==> config.mk <==
export PLATFORM = sky130hd
export DESIGN_NAME = noc_local_inject_arbiter_flat
export DESIGN_NICKNAME = d
export VERILOG_FILES = /design/src/rtl/noc_local_inject_arbiter_pkg.sv /design/src/rtl/noc_local_inject_arbiter_if.sv /design/src/rtl/noc_local_inject_arbiter_rr_picker.sv /design/src/rtl/noc_local_inject_arbiter.sv /design/src/flat_wrapper.sv
export SDC_FILE = /design/constraint.sdc
export NUM_CORES = 1
export LEC_CHECK = 0
export BUFFER_PORTS_ARGS = -buffer_cell sky130_fd_sc_hd__buf_4
export CAP_MARGIN = 20
export CORE_MARGIN = 2
export CORE_UTILIZATION = 43
export CTS_CLUSTER_DIAMETER = 100
export DETAILED_ROUTE_END_ITERATION = 10
export PLACE_DENSITY = 0.81
export SETUP_SLACK_MARGIN = 0.02
export SLEW_MARGIN = 10
export SYNTH_ARGS = -nofsm -noshare
export SYNTH_HDL_FRONTEND = slang
export SYNTH_SLANG_ARGS = --single-unit
==> constraint.sdc <==
create_clock -name noc_clk -period 2.4 [get_ports noc_clk]
set_clock_uncertainty 0.1 [all_clocks]
set_input_delay 0 -clock noc_clk [delete_from_list [all_inputs] [get_ports noc_clk]]
set_output_delay 0 -clock noc_clk [all_outputs]
set_load 0.03 [all_outputs]
==> src/rtl/noc_local_inject_arbiter_pkg.sv <==
// Shared types and helpers for the local-port inject arbiter and its round-robin picker.
// Provides the flit width default when the surrounding NoC build has not defined one.
`ifndef Noc_Data_Width
`define Noc_Data_Width 32
`endif

package noc_local_inject_arbiter_pkg;

    typedef enum logic {
        NOC_ARB_ST_ARB = 1'b0,
        NOC_ARB_ST_PKT = 1'b1
    } noc_arb_state_e;

    localparam int NOC_ARB_STALL_W = 8;

    function automatic int noc_arb_ptr_w(input int num_req);
        return (num_req > 1) ? $clog2(num_req) : 1;
    endfunction

    localparam int NOC_ARB_PTR_W = noc_arb_ptr_w(4);

endpackage

==> src/rtl/noc_local_inject_arbiter_if.sv <==
// Bundle between the on-tile packet sources, the router local input port and the arbiter.
// master = sources/router side, slave = arbiter.
`ifndef Noc_Data_Width
`define Noc_Data_Width 32
`endif

interface noc_local_inject_arbiter_if #(
    parameter int NUM_REQ = 4,
    parameter int DATA_W  = `Noc_Data_Width
);
    logic [NUM_REQ-1:0]        req_valid;
    logic [NUM_REQ-1:0]        req_ready;
    logic [NUM_REQ*DATA_W-1:0] req_flit;
    logic [NUM_REQ-1:0]        req_is_header;
    logic [NUM_REQ-1:0]        req_is_tail;
    logic                      out_valid;
    logic                      out_ready;
    logic [DATA_W-1:0]         out_flit;
    logic                      out_is_header;
    logic                      out_is_tail;
    logic [NUM_REQ-1:0]        grant;
    logic                      timeout_err;

    modport master (
        output req_valid, req_flit, req_is_header, req_is_tail, out_ready,
        input  req_ready, out_valid, out_flit, out_is_header, out_is_tail, grant, timeout_err
    );

    modport slave (
        input  req_valid, req_flit, req_is_header, req_is_tail, out_ready,
        output req_ready, out_valid, out_flit, out_is_header, out_is_tail, grant, timeout_err
    );
endinterface

==> src/rtl/noc_local_inject_arbiter_rr_picker.sv <==
// Combinational round-robin picker: first asserted request at or after ptr_i, wrapping at N-1.
// Kept generic so VC allocators can reuse it.
module noc_rr_picker
    import noc_local_inject_arbiter_pkg::*;
#(
    parameter int N     = 4,
    parameter int PTR_W = noc_arb_ptr_w(N)
) (
    input  logic [N-1:0]     req_i,
    input  logic [PTR_W-1:0] ptr_i,
    output logic [N-1:0]     gnt_o,
    output logic [PTR_W-1:0] idx_o,
    output logic             any_o
);
    logic [PTR_W-1:0] scan;
    logic [PTR_W-1:0] win;
    logic             found;

    always_comb begin
        scan  = ptr_i;
        win   = '0;
        found = 1'b0;
        for (int k = 0; k < N; k++) begin
            if (!found && req_i[scan]) begin
                found = 1'b1;
                win   = scan;
            end
            scan = (scan == PTR_W'(N - 1)) ? '0 : scan + 1'b1;
        end
    end

    always_comb begin
        gnt_o = '0;
        if (found) gnt_o[win] = 1'b1;
    end

    assign idx_o = win;
    assign any_o = found;

endmodule

==> src/rtl/noc_local_inject_arbiter.sv <==
// Per-packet round-robin arbiter sharing one router local input port between NUM_REQ sources.
// Optional stall watchdog enabled by defining NOC_ARB_TIMEOUT_EN.
`ifndef Noc_Data_Width
`define Noc_Data_Width 32
`endif

module noc_local_inject_arbiter
    import noc_local_inject_arbiter_pkg::*;
#(
    parameter int NUM_REQ     = 4,
    parameter int DATA_W      = `Noc_Data_Width,
    parameter int TIMEOUT_CYC = 255
) (
    input logic                       noc_clk,
    input logic                       noc_rst,
    noc_local_inject_arbiter_if.slave arb
);
    localparam int PTR_W = noc_arb_ptr_w(NUM_REQ);

    if (NUM_REQ < 2 || NUM_REQ > 8 || TIMEOUT_CYC < 1 || TIMEOUT_CYC > 255) begin : g_bad_cfg
        $error("noc_local_inject_arbiter: unsupported NUM_REQ or TIMEOUT_CYC");
    end

    noc_arb_state_e   state_q;
    logic [NUM_REQ-1:0] grant_q;
    logic [PTR_W-1:0] owner_q;
    logic [PTR_W-1:0] rr_ptr_q;
    logic             out_valid_q;
    logic             out_hdr_q;
    logic             out_tail_q;
    logic [DATA_W-1:0] out_flit_q;

    logic [DATA_W-1:0] flit_arr [NUM_REQ];

    for (genvar gi = 0; gi < NUM_REQ; gi++) begin : g_unpack
        assign flit_arr[gi] = arb.req_flit[gi*DATA_W +: DATA_W];
    end

    logic [NUM_REQ-1:0] cand;
    logic [NUM_REQ-1:0] pick_gnt;
    logic [PTR_W-1:0]   pick_idx;
    logic               pick_any;

    assign cand = arb.req_valid & arb.req_is_header;

    noc_rr_picker #(
        .N     (NUM_REQ),
        .PTR_W (PTR_W)
    ) u_picker (
        .req_i (cand),
        .ptr_i (rr_ptr_q),
        .gnt_o (pick_gnt),
        .idx_o (pick_idx),
        .any_o (pick_any)
    );

    logic              in_pkt;
    logic              out_free;
    logic              own_valid;
    logic              own_hdr;
    logic              own_tail;
    logic [DATA_W-1:0] own_flit;
    logic              to_hit;
    logic              accept;
    logic              to_fire;
    logic              release_pkt;
    logic [PTR_W-1:0]  next_ptr;

    assign in_pkt      = (state_q == NOC_ARB_ST_PKT);
    assign out_free    = !out_valid_q || arb.out_ready;
    assign own_valid   = arb.req_valid[owner_q];
    assign own_hdr     = arb.req_is_header[owner_q];
    assign own_tail    = arb.req_is_tail[owner_q];
    assign own_flit    = flit_arr[owner_q];
    assign accept      = in_pkt && out_free && own_valid && !to_hit;
    assign to_fire     = in_pkt && out_free && to_hit;
    assign release_pkt = (accept && own_tail) || to_fire;
    assign next_ptr    = (owner_q == PTR_W'(NUM_REQ - 1)) ? '0 : owner_q + 1'b1;

    // Once the watchdog has fired the owner is held off so the synthetic tail cannot race a real flit.
    assign arb.req_ready = grant_q & {NUM_REQ{in_pkt && out_free && !to_hit}};

`ifdef NOC_ARB_TIMEOUT_EN
    logic [NOC_ARB_STALL_W-1:0] stall_q;
    logic                       timeout_err_q;

    assign to_hit          = (stall_q == NOC_ARB_STALL_W'(TIMEOUT_CYC));
    assign arb.timeout_err = timeout_err_q;
`else
    assign to_hit          = 1'b0;
    assign arb.timeout_err = 1'b0;
`endif

    always_ff @(posedge noc_clk or posedge noc_rst) begin
        if (noc_rst) begin
            state_q     <= NOC_ARB_ST_ARB;
            grant_q     <= '0;
            owner_q     <= '0;
            rr_ptr_q    <= '0;
            out_valid_q <= 1'b0;
            out_hdr_q   <= 1'b0;
            out_tail_q  <= 1'b0;
            out_flit_q  <= '0;
`ifdef NOC_ARB_TIMEOUT_EN
            stall_q       <= '0;
            timeout_err_q <= 1'b0;
`endif
        end else begin
            if (out_free) begin
                out_valid_q <= accept || to_fire;
                if (accept) begin
                    out_flit_q <= own_flit;
                    out_hdr_q  <= own_hdr;
                    out_tail_q <= own_tail;
                end else if (to_fire) begin
                    out_flit_q <= '0;
                    out_hdr_q  <= 1'b0;
                    out_tail_q <= 1'b1;
                end
            end

            case (state_q)
                NOC_ARB_ST_ARB: begin
                    if (pick_any) begin
                        grant_q <= pick_gnt;
                        owner_q <= pick_idx;
                        state_q <= NOC_ARB_ST_PKT;
                    end
                end
                NOC_ARB_ST_PKT: begin
                    if (release_pkt) begin
                        grant_q  <= '0;
                        rr_ptr_q <= next_ptr;
                        state_q  <= NOC_ARB_ST_ARB;
                    end
                end
                default: state_q <= NOC_ARB_ST_ARB;
            endcase

`ifdef NOC_ARB_TIMEOUT_EN
            if (!in_pkt || accept || to_fire) begin
                stall_q <= '0;
            end else if (!own_valid && !to_hit) begin
                stall_q <= stall_q + 1'b1;
            end
            if (to_fire) timeout_err_q <= 1'b1;
`endif
        end
    end

    assign arb.out_valid     = out_valid_q;
    assign arb.out_flit      = out_flit_q;
    assign arb.out_is_header = out_hdr_q;
    assign arb.out_is_tail   = out_tail_q;
    assign arb.grant         = grant_q;

endmodule

==> src/flat_wrapper.sv <==
// flat-port wrapper written by rule: the top's interface ports become plain ports
module noc_local_inject_arbiter_flat import noc_local_inject_arbiter_pkg::*;
#(
    parameter int NUM_REQ     = 4,
    parameter int DATA_W      = `Noc_Data_Width,
    parameter int TIMEOUT_CYC = 255
)
  (noc_clk, noc_rst, arb_req_valid, arb_req_flit, arb_req_is_header, arb_req_is_tail, arb_out_ready, arb_req_ready, arb_out_valid, arb_out_flit, arb_out_is_header, arb_out_is_tail, arb_grant, arb_timeout_err);
  noc_local_inject_arbiter_if #(.NUM_REQ(NUM_REQ), .DATA_W(DATA_W)) arb_i ();
  input logic noc_clk;
  input logic noc_rst;
  input wire logic [$bits(arb_i.req_valid)-1:0] arb_req_valid;
  input wire logic [$bits(arb_i.req_flit)-1:0] arb_req_flit;
  input wire logic [$bits(arb_i.req_is_header)-1:0] arb_req_is_header;
  input wire logic [$bits(arb_i.req_is_tail)-1:0] arb_req_is_tail;
  input wire logic [$bits(arb_i.out_ready)-1:0] arb_out_ready;
  output wire logic [$bits(arb_i.req_ready)-1:0] arb_req_ready;
  output wire logic [$bits(arb_i.out_valid)-1:0] arb_out_valid;
  output wire logic [$bits(arb_i.out_flit)-1:0] arb_out_flit;
  output wire logic [$bits(arb_i.out_is_header)-1:0] arb_out_is_header;
  output wire logic [$bits(arb_i.out_is_tail)-1:0] arb_out_is_tail;
  output wire logic [$bits(arb_i.grant)-1:0] arb_grant;
  output wire logic [$bits(arb_i.timeout_err)-1:0] arb_timeout_err;
  assign arb_i.req_valid = arb_req_valid;
  assign arb_i.req_flit = arb_req_flit;
  assign arb_i.req_is_header = arb_req_is_header;
  assign arb_i.req_is_tail = arb_req_is_tail;
  assign arb_i.out_ready = arb_out_ready;
  assign arb_req_ready = arb_i.req_ready;
  assign arb_out_valid = arb_i.out_valid;
  assign arb_out_flit = arb_i.out_flit;
  assign arb_out_is_header = arb_i.out_is_header;
  assign arb_out_is_tail = arb_i.out_is_tail;
  assign arb_grant = arb_i.grant;
  assign arb_timeout_err = arb_i.timeout_err;
  noc_local_inject_arbiter #(.NUM_REQ(NUM_REQ), .DATA_W(DATA_W), .TIMEOUT_CYC(TIMEOUT_CYC)) u_core (.noc_clk(noc_clk), .noc_rst(noc_rst), .arb(arb_i));
endmodule
==> reports/results.txt <==
Setup TNS: 0 ps
Number of synthesized register bits: 44
Transition time of the tightest slew-check pin: 944.6 ps
WP data arrival: 2330 ps
Pint: 3.332 mW
Via count: 2,601
Max FO, Critical Path: 6
DIE WIDTH: 85.95 µm
Cell depth of the worst hold path: 3
Core outline area: 0.006422 mm²
Req. time, crit path: 2480 ps
Hold Crit Class: in2reg
GP Congestion: 0.8583
Area Overhead vs Synth: 54.72%
Pwr dens: 1278 mW/mm²
Crit. End Element: flop
Die height: 85.95 µm
Vias in the first global route: 2,661
Post-synth EDFFs: 0
Layout cell share with drive strength beyond 1: 72.75%
CTS tree: yes
Depth of the worst register-to-register path: 7
Fin nets: 533
Clock Power Share: 10.9%
Post-Syn Instances: 202
I/O Buffers: 185
Minimum clock period: 2250 ps
Most frequent cells in the layout: 192 x buf_4, 42 x dfrtp_1, 36 x mux2_2, 36 x mux4_2, 12 x nand2_1
RR Startpoint: u_core.rr_ptr_q[1]
Sw Ratio: 41.63%
RSZ-0062 raised after global routing: false
Clock slew at reported path FFs: 90 ps
Crit Reg-Reg Endpoint: u_core.owner_q[1]
Clock sink count: 44
Fin crit share: 93.74%
Worst-Skew Late Latency: 290 ps
Wire per inst: 18.11 µm
H-tree depth: 2
HP Start: arb_req_flit[80]
CTS Root Cell: clkbuf_8
Hold endpoint: u_core.arb.out_flit[16]
DRC: 0
Compound-Gate Fraction of Synth Area: 6.412%
LEAKAGE: 2.095 nW
GR Overflow Total: 0
Critical path type: reg2reg
Final Hold Vio Count: 0
Syn Nets: 347
Vias per std cell: 5.582
Post-synth design cell area: 0.002888 mm²
Placed Area: 0.004314 mm²
First-pass DRT Iterations: 4
Synth unique cells: 40
Initial Util: 44.96%
Synth async-reset ratio: 100.0%
IO Pins: 187
FMAX: 444.5 MHz
Register area share after synthesis: 38.13%
Combinational power share: 65.4%
FF-to-FF setup slack: 150 ps
Die Area: 0.007387 mm²
Num CTS Buffers: 5
First-pass GRT wire length: 13.00 mm
Post-synth top flop: dfrtp_1
Simple-Gate Fraction of Synth Area: 6.846%
Startpoint types: flop
Slew Limit Headroom: 36.93%
Setup violators final: 0
Synth Area in XOR/XNOR: 0%
Antenna-violating nets left: 0
CTS Buffer Depth: 2
Max Cap Viol: 0
IR drop worst, VDD: 0.6340 mV
Max Slew Vio Count: 0
Total global-route track usage: 22.45%
Yosys warning total: 0
Largest net degree at the start of global routing: 45
Post-route cell area: 0.004468 mm²
Final wirelength: 8.440 mm
Result of the run: complete, no violations
Adder-cell share of the synthesized area: 0.8666%
Net Switching: 2.377 mW
First DRT Iteration DRCs: 89
Share of power burned in registers: 23.7%
Post-DP HPWL: 6.598 mm
Largest family of logic cells by synthesized area: multiplexers
ANT cells: 0
Post-Syn Area per Cell: 14.30 µm²
Number of antenna violations at the first check in global routing: 0
FP Rows: 29
Most common cell after layout, fill and taps aside: buf_4
Post-synthesis mux area share: 42.98%
==> logic make-up after synthesis <==
family | Yosys count
and+or+nand+nor | 38
AOI/OAI and AO/OA | 25
muxes | 74
DFF | 44
buffers and inverters | 18
adders and majority gates | 2
other | 1
==> per-layer routing <==
layer  vias up  wire length (µm)  global-route usage (%)
met4         0               140                   6.782
met3        14               792                   5.582
met5         -                 0                       0
met2       154              4412                   39.11
met1      1258              3095                   27.49
li1       1175                 -                       -
==> registers in the layout (all words and copies together), names as in the netlist <==
name	cells
u_core.arb.out_flit	32
u_core.arb.out_is_header	1
u_core.arb.out_valid	1
u_core.arb.out_is_tail	1
u_core.rr_ptr_q	2
u_core.arb.grant	4
u_core.in_pkt	1
u_core.owner_q	2
==> worst max path at each step <==
stage / startpoint / end / cells after the start
after floorplan: u_core.rr_ptr_q[1] / u_core.owner_q[1] / 8
after global placement: u_core.rr_ptr_q[1] / u_core.arb.grant[3] / 7
after detailed placement: u_core.rr_ptr_q[1] / u_core.arb.grant[3] / 7
after CTS: u_core.rr_ptr_q[1] / u_core.arb.grant[3] / 7
after global routing: u_core.rr_ptr_q[1] / u_core.arb.grant[3] / 7
final: u_core.rr_ptr_q[1] / u_core.owner_q[1] / 7
==> synth_stat cells (2+ instances only) <==
master | instances | area (µm²)
dfrtp_1 | 44 | 1101
mux2_2 | 36 | 405.4
mux4_2 | 36 | 810.8
nand2_1 | 12 | 45.04
and3_1 | 6 | 37.54
buf_4 | 5 | 37.54
nand3_1 | 5 | 25.02
o21ai_0 | 5 | 25.02
buf_2 | 4 | 20.02
nor2_1 | 4 | 15.01
a21oi_1 | 3 | 15.01
buf_6 | 3 | 33.78
o31ai_1 | 3 | 22.52
a32o_1 | 2 | 20.02
and2_1 | 2 | 12.51
clkbuf_1 | 2 | 7.510
clkbuf_8 | 2 | 27.53
ha_1 | 2 | 25.02
inv_1 | 2 | 7.510
nand2_2 | 2 | 12.51
nand2b_1 | 2 | 12.51
o211ai_1 | 2 | 15.01
==> through the flow <==
| stage | cells | worst slack, ps | utilization [%] | total power [mW] | hold WS [ps] |
|---|---|---|---|---|---|
| 2_1_floorplan | 202 | 325.1 | - | 4.022 | 136.6 |
| 3_3_place_gp | 455 | 219.5 | 67.17 | 5.016 | 174.6 |
| 3_5_place_dp | 455 | 130.2 | 67.17 | 5.109 | 182.1 |
| 4_1_cts | 465 | 125.2 | 69.45 | 5.740 | 40.34 |
| 5_1_grt | 466 | 55.44 | 69.57 | 6.063 | 34.52 |
| 6_report | 466 | 150.2 | 69.57 | 5.709 | 47.19 |
==> power by group through the flow <==
stage	clock [mW]	sequential (mW)	combinational [mW]
floorplan	0	1.97	2.05
global placement	0	1.34	3.68
detailed placement	0	1.36	3.75
CTS	0.638	1.35	3.76
global route	0.675	1.41	3.98
finish	0.625	1.35	3.73
==> worst max-delay path, stage by stage (launching register included) <==
cell and delay (ps):
dfrtp_1 450, ha_1 270, nor2_4 180, mux2_2 370, o211ai_1 220, o22ai_1 110, o221a_2 170, mux2_4 270
==> repair_timing <==
| item | 4_1_cts | 5_1_grt |
|---|---|---|
| hold buffers | 2 | 0 |
| resized for setup | 0 | 1 |
| setup endpoints to repair | 0 | 1 |
| endpoints found under the hold margin | 45 | 0 |
| setup buffers | 0 | 1 |
==> cell type report <==
type                    instances  area [µm²]
clock buffers                   7       96.34
clock inverters                 1       30.03
fillers                       487        1954
inverters                       2       7.507
multi-input cells             140        1653
flip-flops and latches         44        1104
well taps                      77       96.34
repair buffers                195        1481
Power figures use the tool's default switching activity.
